[config.mk]
export PLATFORM = sky130hd
export DESIGN_NAME = debug_run_ctrl
export DESIGN_NICKNAME = d
export VERILOG_FILES = /design/src/rtl/dbg_run_pkg.sv /design/src/rtl/debug_run_ctrl_if.sv /design/src/rtl/dbg_ack_slot.sv /design/src/rtl/debug_run_ctrl.sv
export SDC_FILE = /design/constraint.sdc
export NUM_CORES = 1
export LEC_CHECK = 0
export CORE_UTILIZATION = 30
export DETAILED_ROUTE_END_ITERATION = 10
export GPL_ROUTABILITY_DRIVEN = 0
export GPL_TIMING_DRIVEN = 0
export SLEW_MARGIN = 20
export SYNTH_ARGS = -nofsm -noshare
export SYNTH_HDL_FRONTEND = slang
export SYNTH_SLANG_ARGS = --single-unit
[constraint.sdc]
create_clock -name clk -period 3.2 [get_ports clk]
set_input_delay 0.32 -clock clk [delete_from_list [all_inputs] [get_ports clk]]
set_output_delay 0.32 -clock clk [all_outputs]
set_load 0.01 [all_outputs]
[src/rtl/dbg_run_pkg.sv]
// Shared types and byte codes for the debug run-control sequencer.
// Optional halt-break feature is enabled with DEBUG_HALT_BREAK_EN.
package dbg_run_pkg;

   typedef enum logic [1:0] {
      ST_PAUSED   = 2'd0,
      ST_RUNNING  = 2'd1,
      ST_STEPPING = 2'd2
   } run_state_e;

   typedef enum logic {
      PS_IDLE = 1'b0,
      PS_ARG  = 1'b1
   } parse_state_e;

   localparam logic [7:0] CMD_RUN   = 8'h72;
   localparam logic [7:0] CMD_PAUSE = 8'h70;
   localparam logic [7:0] CMD_STEP  = 8'h73;
   localparam logic [7:0] CMD_CNT   = 8'h63;
   localparam logic [7:0] ACK_ERR   = 8'h3F;
   localparam logic [7:0] ACK_HALT  = 8'h68;

   // A stored length of zero stands for a 256-tick step.
   function automatic logic [8:0] step_load(input logic [7:0] len);
      return (len == 8'd0) ? 9'd256 : {1'b0, len};
   endfunction

endpackage

[src/rtl/debug_run_ctrl_if.sv]
// Ack port bundle: 1-deep ready/valid byte channel plus overflow flag.
// The producer side is the master, the consumer (uart_tx) the slave.
interface debug_run_ctrl_if;
   logic       valid;
   logic [7:0] data;
   logic       ready;
   logic       ovf;

   modport master (output valid, output data, output ovf, input ready);
   modport slave  (input valid, input data, input ovf, output ready);
endinterface

[src/rtl/dbg_ack_slot.sv]
// Single-entry ack holding register; a push never stalls, it
// overwrites a pending unaccepted ack and records that in a sticky flag.
module dbg_ack_slot (
   input  logic             clk,
   input  logic             rst_n,
   input  logic             push_i,
   input  logic [7:0]       data_i,
   debug_run_ctrl_if.master ack
);

   logic       valid_q, valid_d;
   logic [7:0] data_q, data_d;
   logic       ovf_q, ovf_d;

   // Next-state: load on push, clear on handshake, flag overwrites.
   always_comb begin
      valid_d = valid_q;
      data_d  = data_q;
      ovf_d   = ovf_q;
      if (push_i) begin
         valid_d = 1'b1;
         data_d  = data_i;
         if (valid_q && !ack.ready) begin
            ovf_d = 1'b1;
         end
      end else if (valid_q && ack.ready) begin
         valid_d = 1'b0;
      end
   end

   // Slot registers.
   always_ff @(posedge clk or negedge rst_n) begin
      if (!rst_n) begin
         valid_q <= 1'b0;
         data_q  <= 8'd0;
         ovf_q   <= 1'b0;
      end else begin
         valid_q <= valid_d;
         data_q  <= data_d;
         ovf_q   <= ovf_d;
      end
   end

   assign ack.valid = valid_q;
   assign ack.data  = data_q;
   assign ack.ovf   = ovf_q;

endmodule

[src/rtl/debug_run_ctrl.sv]
// Debug run-control: UART command bytes drive run/pause/step of gb clock.
// Define DEBUG_HALT_BREAK_EN to pause on a rising CPU halt.
module debug_run_ctrl
   import dbg_run_pkg::*;
#(
   parameter int STEP_DEFAULT = 4
) (
   input  logic       clk,
   input  logic       rst_n,
   input  logic       rx_valid,
   input  logic [7:0] rx_byte,
   input  logic       gb_tick,
   input  logic       halt,
   output logic       run_en,
   output logic       trigger,
   output logic       ack_valid,
   output logic [7:0] ack_byte,
   input  logic       ack_ready,
   output logic       ack_ovf
);

   run_state_e   state_q, state_d;
   parse_state_e parse_q, parse_d;
   logic [7:0]   step_len_q, step_len_d;
   logic [8:0]   step_cnt_q, step_cnt_d;
   logic         run_en_q;
   logic         trig_q, trig_d;
   logic         ack_push;
   logic [7:0]   ack_data;
   logic         halt_rise;

`ifdef DEBUG_HALT_BREAK_EN
   logic halt_q, halt_qq;

   // Two-stage halt register; the edge is taken between the stages.
   always_ff @(posedge clk or negedge rst_n) begin
      if (!rst_n) begin
         halt_q  <= 1'b0;
         halt_qq <= 1'b0;
      end else begin
         halt_q  <= halt;
         halt_qq <= halt_q;
      end
   end

   assign halt_rise = halt_q && !halt_qq;
`else
   logic unused_halt;
   assign unused_halt = halt;
   assign halt_rise   = 1'b0;
`endif

   // Next-state: step countdown, halt break, then rx overrides both.
   always_comb begin
      state_d    = state_q;
      parse_d    = parse_q;
      step_len_d = step_len_q;
      step_cnt_d = step_cnt_q;
      ack_push   = 1'b0;
      ack_data   = 8'd0;

      if (state_q == ST_STEPPING && gb_tick) begin
         step_cnt_d = step_cnt_q - 9'd1;
         if (step_cnt_q == 9'd1) begin
            state_d = ST_PAUSED;
         end
      end

      if (state_q != ST_PAUSED && halt_rise) begin
         state_d  = ST_PAUSED;
         ack_push = 1'b1;
         ack_data = ACK_HALT;
      end

      if (rx_valid) begin
         ack_push = 1'b1;
         ack_data = rx_byte;
         if (parse_q == PS_ARG) begin
            step_len_d = rx_byte;
            parse_d    = PS_IDLE;
         end else begin
            unique case (1'b1)
               rx_byte == CMD_RUN:   state_d = ST_RUNNING;
               rx_byte == CMD_PAUSE: state_d = ST_PAUSED;
               rx_byte == CMD_STEP: begin
                  state_d    = ST_STEPPING;
                  step_cnt_d = step_load(step_len_q);
               end
               rx_byte == CMD_CNT:   parse_d  = PS_ARG;
               default:              ack_data = ACK_ERR;
            endcase
         end
      end

      trig_d = (state_d == ST_PAUSED) && (state_q != ST_PAUSED);
   end

   // Control state and registered run/trigger outputs.
   always_ff @(posedge clk or negedge rst_n) begin
      if (!rst_n) begin
         state_q    <= ST_PAUSED;
         parse_q    <= PS_IDLE;
         step_len_q <= 8'(STEP_DEFAULT);
         step_cnt_q <= 9'd0;
         run_en_q   <= 1'b0;
         trig_q     <= 1'b0;
      end else begin
         state_q    <= state_d;
         parse_q    <= parse_d;
         step_len_q <= step_len_d;
         step_cnt_q <= step_cnt_d;
         run_en_q   <= (state_d != ST_PAUSED);
         trig_q     <= trig_d;
      end
   end

   debug_run_ctrl_if ack_if ();

   dbg_ack_slot u_ack (
      .clk    (clk),
      .rst_n  (rst_n),
      .push_i (ack_push),
      .data_i (ack_data),
      .ack    (ack_if)
   );

   assign ack_if.ready = ack_ready;
   assign ack_valid    = ack_if.valid;
   assign ack_byte     = ack_if.data;
   assign ack_ovf      = ack_if.ovf;
   assign run_en       = run_en_q;
   assign trigger      = trig_q;

endmodule
---- After elaboration in Yosys (flattened, before gate mapping) ----
Index checks and enable logic that the tools add are counted.
word-level totals
  bits in registers ....................... 32
  bits in latches ......................... 0
  RAM bits ................................ 0
  bits in read-only memories .............. 0
  input bits .............................. 14
  output and inout bits ................... 12
  memories kept ........................... 0
cells by class
  add/subtract/negate cells ............... 1
  multipliers ............................. 0
  div/mod/pow operators ................... 0
  magnitude comparators ................... 0
  eq/ne operators ......................... 6
  shift operators ......................... 0
  muxes and demuxes ....................... 18
  bitwise operators ....................... 0
  reductions and logical operators ........ 13
operators by type and width
  kind                 number
  $mux 9               5
  $eq 8x7->1 const B   4
  $mux 8               3
  $eq 9x1->1 const B   1
  $sub 9x1->9 const B  1
  $logic_not 8->1      1
  $mux 2               4
  $pmux 2 s3           1
  $reduce_bool 2->1    3
  $mux 1               5
  $logic_and 1x1->1    4
  $reduce_and 2->1     2
  $reduce_or 4->1      1
  $eq 2x2->1 const B   1
  $logic_not 2->1      1
  $logic_not 1->1      1

---- Longest topological paths before layout ----
Gate-level depths: netlist of run 1.
  depth after elaboration ................. 8
  mapped depth ............................ 6

---- Modules after synthesis ----
A second synthesis of run 1 with hierarchy kept.
second synthesis, totals
  cells, all modules ...................... 142
  area total of the unflattened synthesis .. 1,604.0 µm²
modules (own cells, without submodules)
  module          instances  cells an instance  area an instance (µm²)  sequential area each (µm²)
  debug_run_ctrl  1          120                1,201.2                 551.8
  dbg_ack_slot    1          22                 402.9                   250.2

---- Worst setup path before layout of run 1 ----
OpenSTA, ideal clock, no wires.
  kind .................................... reg2reg
  start ................................... reg step_cnt_q[1]
  end ..................................... reg run_en_q, in the netlist run_en
  library setup time ...................... 124 ps
  arrival ................................. 1,570 ps
  required time ........................... 3,076 ps
  slack ................................... 1,506 ps
  stages on the path, launching flop included .. 6
  buffers on the path ..................... 0
  period minus slack after synthesis ...... 1,694 ps
  cells stage by stage .................... dfrtp_1 inv_1 ha_1 or4bb_1 o311a_1 a211o_1
on the way
  word-level cells in the longest chain between the ends .. 7
RTL lines
  item                    RTL line               text
  from (decl)             debug_run_ctrl.sv:25   logic [8:0] step_cnt_q, step_cnt_d;
  from (signal assigned)  debug_run_ctrl.sv:111  step_cnt_q <= step_cnt_d;
  $eq 9x1->1 *            debug_run_ctrl.sv:64   if (step_cnt_q == 9'd1) begin
  $mux 2 *                debug_run_ctrl.sv:64
  $mux 2 *                debug_run_ctrl.sv:62   if (state_q == ST_STEPPING && gb_tick) begin
  $pmux 2 s3              debug_run_ctrl.sv:82   unique case (1'b1)
  $mux 2                  debug_run_ctrl.sv:78   if (parse_q == PS_ARG) begin
  $mux 2 *                debug_run_ctrl.sv:75   if (rx_valid) begin
  $reduce_bool 2->1 *     debug_run_ctrl.sv:112  run_en_q <= (state_d != ST_PAUSED);
  to (signal assigned)    debug_run_ctrl.sv:112
  to (decl)               debug_run_ctrl.sv:26   logic run_en_q;
Mark *: on every way between the ends. The rest lies on a longest branch, timed or not.
A chain may end at the register's enable or synchronous reset.

---- Worst setup path after layout of run 1 ----
  start ................................... in rx_byte[2]
  end ..................................... reg step_cnt_q[8]
on the way
  word-level cells in the longest chain between the ends .. 4
RTL lines
  item               RTL line              text
  from (decl)        debug_run_ctrl.sv:11  input logic [7:0] rx_byte,
  $eq 8x7->1         debug_run_ctrl.sv:85  rx_byte == CMD_STEP: begin
  $mux 9             debug_run_ctrl.sv:82
  $mux 9             debug_run_ctrl.sv:78
  $mux 9             debug_run_ctrl.sv:75
  net step_cnt_d[8]  debug_run_ctrl.sv:25
The timed path passes the listed nets, and every way through them passes these cells.

==> results.py, run 1 <==
metrics = {
    "run_status": {
        "outcome": "finished clean",
    },
    "die": {
        "num_rows": 25,
        "boundaryPins": 26,
        "die_h_um": 73.2,
        "die_area_um2": 5350,
        "dieWidth_um": 73.2,
        "coreArea_um2": 4790,
        "start_util_pct": 31.7,
    },
    "sta": {
        "maxSlewViolCount": 0,
        "layout_setup_ws_ns": 1.26,
        "max_freq_ghz": 0.516,
        "whs_ns": 0.0805,
        "slew_headroom_pct": 52.3,
        "fin_crit_ns": 1.94,
        "rsz0062_at_grt": "false",
        "tns_ns": 0,
        "tightest_slew_ns": 0.715,
        "setup_viol": 0,
        "fin_crit_sh_pct": 60.5,
        "finClkSkew_ns": 0.00647,
        "finalHoldViolCount": 0,
    },
    "final_layout": {
        "fin_nets": 182,
        "syn_to_final_growth_pct": 26.3,
        "fill_cells": 466,
        "multi_input_area_um2": 674,
        "final_area_um2": 1920,
        "regArea_um2": 802,
        "drive_above_1_share_pct": 15.6,
        "utilization_pct": 40.1,
        "diodes": 0,
        "instances_no_fill": 234,
    },
    "critical_path": {
        "r2r_setup_slack_ns": 1.36,
        "regToRegStartpoint": "step_cnt_q[1]$_DFF_PN0_",
        "reg2reg_to": "run_en$_DFF_PN0_",
        "worst-endpoint-arrival_ns": 2.13,
        "end_kind": "flip-flop",
        "critPathRequiredTime_ns": 3.40,
        "crit_fanout": 10,
        "critPathKind": "in -> reg",
        "reg2regPathDepth": 5,
        "start_kind": "input pin",
    },
    "clock_network": {
        "cts_root_buf": "clkbuf_8",
        "cts_buffers": 5,
        "path_clk_slew_ns": 0.07,
        "postCtsResizedCells": 0,
        "clock_sinks": 32,
        "postCtsHoldBufs": 0,
        "cts_max_level": 2,
        "cts_tree": "yes",
        "postCtsSetupBuffers": 0,
        "worstSkewPairLatency_ns": 0.28,
        "cts_buffer_depth": 2,
    },
    "placed_design": {
        "place_inst": 226,
        "port_buffers": 23,
        "placed_area_um2": 1830,
        "hpwl_um": 2260,
        "dp_slack_ns": 0.961,
    },
    "synthesis": {
        "syn_avg_cell_area_um2": 11.2,
        "yosysTopAreaCellShare_pct": 51.1,
        "synth_area_um2": 1520,
        "synthCells": 136,
        "ys_warn_count": 0,
        "synthArstFlopShare_pct": 100,
        "synth_area_leaders": "dfrtp_1 (51%), mux2_2 (7.4%), o21ai_0 (4.0%), nand2_1 (4.0%), mux2i_1 (3.3%)",
        "synth_edf_count": 0,
        "syn-num-nets": 152,
        "synth_seq_cells": 32,
        "ys_top_cells_by_count": "dfrtp_1 (31), nand2_1 (16), o21ai_0 (12)",
        "synth.most_common_cell": "dfrtp_1",
        "synth_ff_type": "dfrtp_1",
        "seq_area_frac_synth_pct": 52.8,
        "yosysTopAreaCell": "dfrtp_1",
        "netlist-cell-type-count": 39,
    },
    "grt": {
        "antenna_found_initial": 0,
        "grt_pass1_wl_um": 5360,
        "grtUsageTotal_pct": 13.5,
        "grt_overflow_total": 0,
        "grt_pass1_vias": 1176,
        "grt_start_max_net_pins": 33,
    },
    "power_and_ir_drop": {
        "p_leak_nw": 0.842,
        "ir_drop_mv": 0.284,
        "power_density_nw_per_um2": 467,
        "finalPower_mw": 0.896,
    },
    "detailed_routing": {
        "routed_via_density": 4.80,
        "wl_per_cell_um": 13.4,
        "wl_um": 3140,
        "dr_total_vias": 1123,
        "drtAntennaViolNets": 0,
        "drt_pass1_iterations": 4,
        "drt_iter0_markers": 64,
        "route.detailed.drc": 0,
    },
    "run": {
        "cap_violations": 0,
    },
    "worst_hold_path": {
        "hold_path_class": "in -> async",
    },
}
==> layer usage <==
metal	global-route usage (%)	part of all wire, %
met4	5.01	1.8
met3	4.56	5.4
met1	16.3	46
met5	0	0
met2	22.1	47
==> power by group <==
group          switching (mW)  internal, mW  total [mW]
clock network           0.145         0.175       0.320
registers              0.0248         0.433       0.458
logic                  0.0542        0.0634       0.118
==> cells by family after synthesis <==
| group | Yosys count | share of synthesized area, % |
|---|---|---|
| xor gates and xnor gates | 8 | 4.61 |
| DFF | 32 | 52.8 |
| and+or+nand+nor | 49 | 18.9 |
| buffers and inverters | 11 | 2.80 |
| AOI/OAI and AO/OA | 19 | 8.57 |
| muxes | 15 | 10.7 |
| adders and majority gates | 2 | 1.65 |
==> cell usage in the layout (no fill, tap or decap), types with 2 or more instances in the layout <==
cell and n:
buf_2 2, clkbuf_1 3, clkbuf_8 6, clkdlybuf4s50_1 22
dfrtp_1 31, ha_1 2, inv_1 8, mux2_2 10
mux2i_1 5, nand2_1 16, nand3_1 2, nand3b_1 3
nor2_1 4, nor2b_1 3, nor3_1 3, nor4_1 4
o21ai_0 12, or2_1 2, xnor2_1 5, xor2_1 3
==> state kept, by name, indices dropped and copies added, names as in the netlist <==
signal,flops
state_q,2
u_ack.ack.data,8
step_len_q,8
parse_q,1
trigger,1
run_en,1
u_ack.ack.ovf,1
step_cnt_q,9
u_ack.ack.valid,1
==> worst max path at each step <==
stage | from | to | depth (start not counted)
2_1_floorplan | step_cnt_q[1]$_DFF_PN0_ | run_en$_DFF_PN0_ | 5
3_3_place_gp | rx_byte[2] | step_cnt_q[8]$_DFF_PN0_ | 6
3_5_place_dp | rx_byte[3] | step_cnt_q[8]$_DFF_PN0_ | 6
4_1_cts | rx_byte[2] | step_cnt_q[8]$_DFF_PN0_ | 6
5_1_grt | rx_byte[2] | step_cnt_q[8]$_DFF_PN0_ | 6
6_report | rx_byte[2] | step_cnt_q[8]$_DFF_PN0_ | 6
==> cell type report <==
cell class | instances | area share [%]
Sequential cell | 32 | 41.8
Tap cell | 67 | 4.37
Inverter | 8 | 1.57
Timing Repair Buffer | 23 | 11.7
Buffer | 3 | 0.652
Multi-Input combinational cell | 93 | 35.2
Clock buffer | 8 | 4.70
==> worst max-delay path, stage by stage <==
cell and delay (ns):
clkdlybuf4s50_1 0.47, nand4bb_1 0.28, nor3_2 0.48, clkbuf_1 0.34
nand3_1 0.14, o21ai_0 0.11
No activity file was read; power rests on OpenSTA's default activity.
==> run 2, diff against run 1 <==
clock period = 1.65 ns   (was 3.2 ns; I/O delays follow)
==> run 2 against run 1 <==
Against the previous run: the flow now finishes with violations (negative setup slack); count of clock-buffer cells in the layout decreased by 2; hold slack improved by 0.10 ns; clock power increased by 92%; global-route usage decreased by 0.25 points; core utilization increased by 2.8 points; critical endpoint is now run_en$_DFF_PN0_.
==> results.py, run 2 (synthesis gave the netlist of run 1 again) <==
metrics = {
    "final_layout": {
        "syn_to_final_growth_pct": 35.3,
        "layout_common_cells": "dfrtp_1 (31), clkdlybuf4s50_1 (18), nand2_1 (16)",
        "layout_commonest_cell": "dfrtp_1",
        "utilization_pct": 42.9,
        "diodes": 0,
        "fill_cells": 469,
        "drive_above_1_share_pct": 25.0,
        "largest-register": "step_cnt_q",
        "fin_nets": 191,
        "largest_reg_flops": 9,
    },
    "die": {
        "die_area_um2": 5350,
        "start_util_pct": 31.7,
        "coreArea_um2": 4790,
        "boundaryPins": 26,
        "die_h_um": 73.2,
        "num_rows": 25,
        "dieWidth_um": 73.2,
    },
    "detailed_routing": {
        "drt_pass1_iterations": 3,
        "wl_per_cell_um": 12.8,
        "dr_total_vias": 1122,
        "drtAntennaViolNets": 0,
        "drt_iter0_markers": 40,
        "routed_via_density": 4.62,
        "route.detailed.drc": 0,
        "wl_um": 3110,
    },
    "sta": {
        "maxSlewViolCount": 0,
        "tightest_slew_ns": 0.699,
        "layout_setup_ws_ns": -0.0665,
        "finalHoldViolCount": 0,
        "fin_crit_ns": 1.72,
        "finClkSkew_ns": 0.00772,
        "max_freq_ghz": 0.583,
        "slew_headroom_pct": 53.4,
        "whs_ns": 0.182,
        "tns_ns": -0.112,
        "setup_viol": 2,
        "fin_crit_sh_pct": 104,
        "rsz0062_at_grt": "true",
    },
    "clock_network": {
        "cts_root_buf": "clkbuf_8",
        "cts_tree": "yes",
        "cts_buffer_depth": 2,
        "cts_max_level": 2,
        "cts_buffers": 5,
        "worstSkewPairLatency_ns": 0.28,
        "clock_sinks": 32,
        "path_clk_slew_ns": 0.07,
    },
    "grt": {
        "grtUsageTotal_pct": 13.2,
        "grt_start_max_net_pins": 33,
        "antenna_found_initial": 0,
        "grt_overflow_total": 0,
        "grt_pass1_vias": 1152,
        "grt_pass1_wl_um": 5370,
    },
    "run_status": {
        "outcome": "finished with violations",
        "violations": "negative setup slack",
    },
    "critical_path": {
        "cp_num_buf_inv": 1,
        "startpoint": "rx_byte[2]",
        "cp_cell_sequence": "clkdlybuf4s50_1 > or2_1 > or4_4 > o311a_4 > a211o_1",
        "critPathKind": "in -> reg",
        "critPathRequiredTime_ns": 1.82,
        "critical-path-max-stage-delay_ns": 0.59,
        "worst-endpoint-arrival_ns": 1.89,
        "start_kind": "input pin",
        "crit_fanout": 5,
        "end_kind": "flip-flop",
        "regToRegStartpoint": "step_cnt_q[5]$_DFF_PN0_",
        "path_delay_family": "simple AND/OR/NAND/NOR gates",
        "worst_path_max_delay_cell": "or4_4",
    },
    "power_and_ir_drop": {
        "p_leak_nw": 0.935,
        "p_switching_mw": 0.446,
        "finalPower_mw": 1.76,
        "seq_power_share_pct": 50.2,
        "p_comb_share_pct": 14.8,
        "p_int_mw": 1.31,
        "power_density_nw_per_um2": 856,
        "clkPwrFrac_pct": 35.0,
        "p_sw_share_pct": 25.3,
        "ir_drop_mv": 0.662,
    },
    "worst_hold_path": {
        "hold_path_class": "in -> reg",
        "min_from": "rx_byte[7]",
    },
    "placed_design": {
        "port_buffers": 23,
        "hpwl_um": 2230,
        "dp_slack_ns": -0.381,
    },
    "run": {
        "cap_violations": 0,
    },
}
-- run 2: cell types whose count changed in the layout (fill, tap and decap cells not counted), moves of 2 or more --
cell	delta
clkinv_2	+2
buf_4	+8
nor3_1	-3
nor3_2	+2
clkbuf_1	-3
clkdlybuf4s50_1	-4
dlymetal6s2s_1	+3
-- run 2: worst min-delay path, cell delays in order --
cell,delay (ns)
dlymetal6s2s_1,0.11
nand3_1,0.10
nand2_1,0.06
-- run 2: power groups by stage --
stage	combinational, mW	sequential, mW	clock, mW
detailed placement	0.229	0.899	0
CTS	0.240	0.885	0.639
global placement	0.225	0.896	0
global route	0.290	0.890	0.673
floorplan	0.119	0.895	0
finish	0.260	0.883	0.615
-- run 2: layer usage --
| layer | vias to the layer above | global-route usage (%) | share of wire [%] |
|---|---|---|---|
| li1 | 553 | - | - |
| met5 | - | 0 | 0 |
| met4 | 0 | 4.58 | 1.3 |
| met1 | 539 | 15.7 | 44 |
| met2 | 27 | 22.5 | 51 |
| met3 | 3 | 4.01 | 4.0 |
-- run 2: what timing repair did --
item | CTS | global route
setup buffers | 3 | 5
setup endpoints to repair | 8 | 17
gates cloned | 0 | 0
endpoints found under the hold margin | 31 | 0
hold buffers | 1 | 0
pin swaps | 2 | 5
gates resized for setup | 2 | 15
-- run 2: worst paths after layout --
kind,end,cells past startpoint,slack [ns]
setup / recovery,run_en$_DFF_PN0_,5,-0.07
min in group asynchronous,u_ack.ack.data[1]$_DFFE_PN0P_,2,0.46
hold reg to reg,u_ack.ack.ovf$_DFFE_PN0P_,1,0.49
setup reg to reg,run_en$_DFF_PN0_,3,-0.04
hold / removal,step_len_q[7]$_DFFE_PN0P_,3,0.18
max in group asynchronous,step_cnt_q[7]$_DFF_PN0_,2,0.73
-- run 2: layout make-up --
type	count	area [µm²]	share of cell area, %
Buffer	3	16.3	0.792
Clock buffer	6	82.6	4.02
Clock inverter	2	10.0	0.487
Inverter	8	30.0	1.46
Multi-Input combinational cell	93	728	35.4
Sequential cell	32	802	39.0
Tap cell	67	83.8	4.08
Timing Repair Buffer	32	302	14.7
-- run 2: per-stage QoR --
step           cells  area, µm²
2_1_floorplan    136       1520
3_3_place_gp     226       1830
3_5_place_dp     226       1830
4_1_cts          238       1960
5_1_grt          243       2050
6_report         243       2050
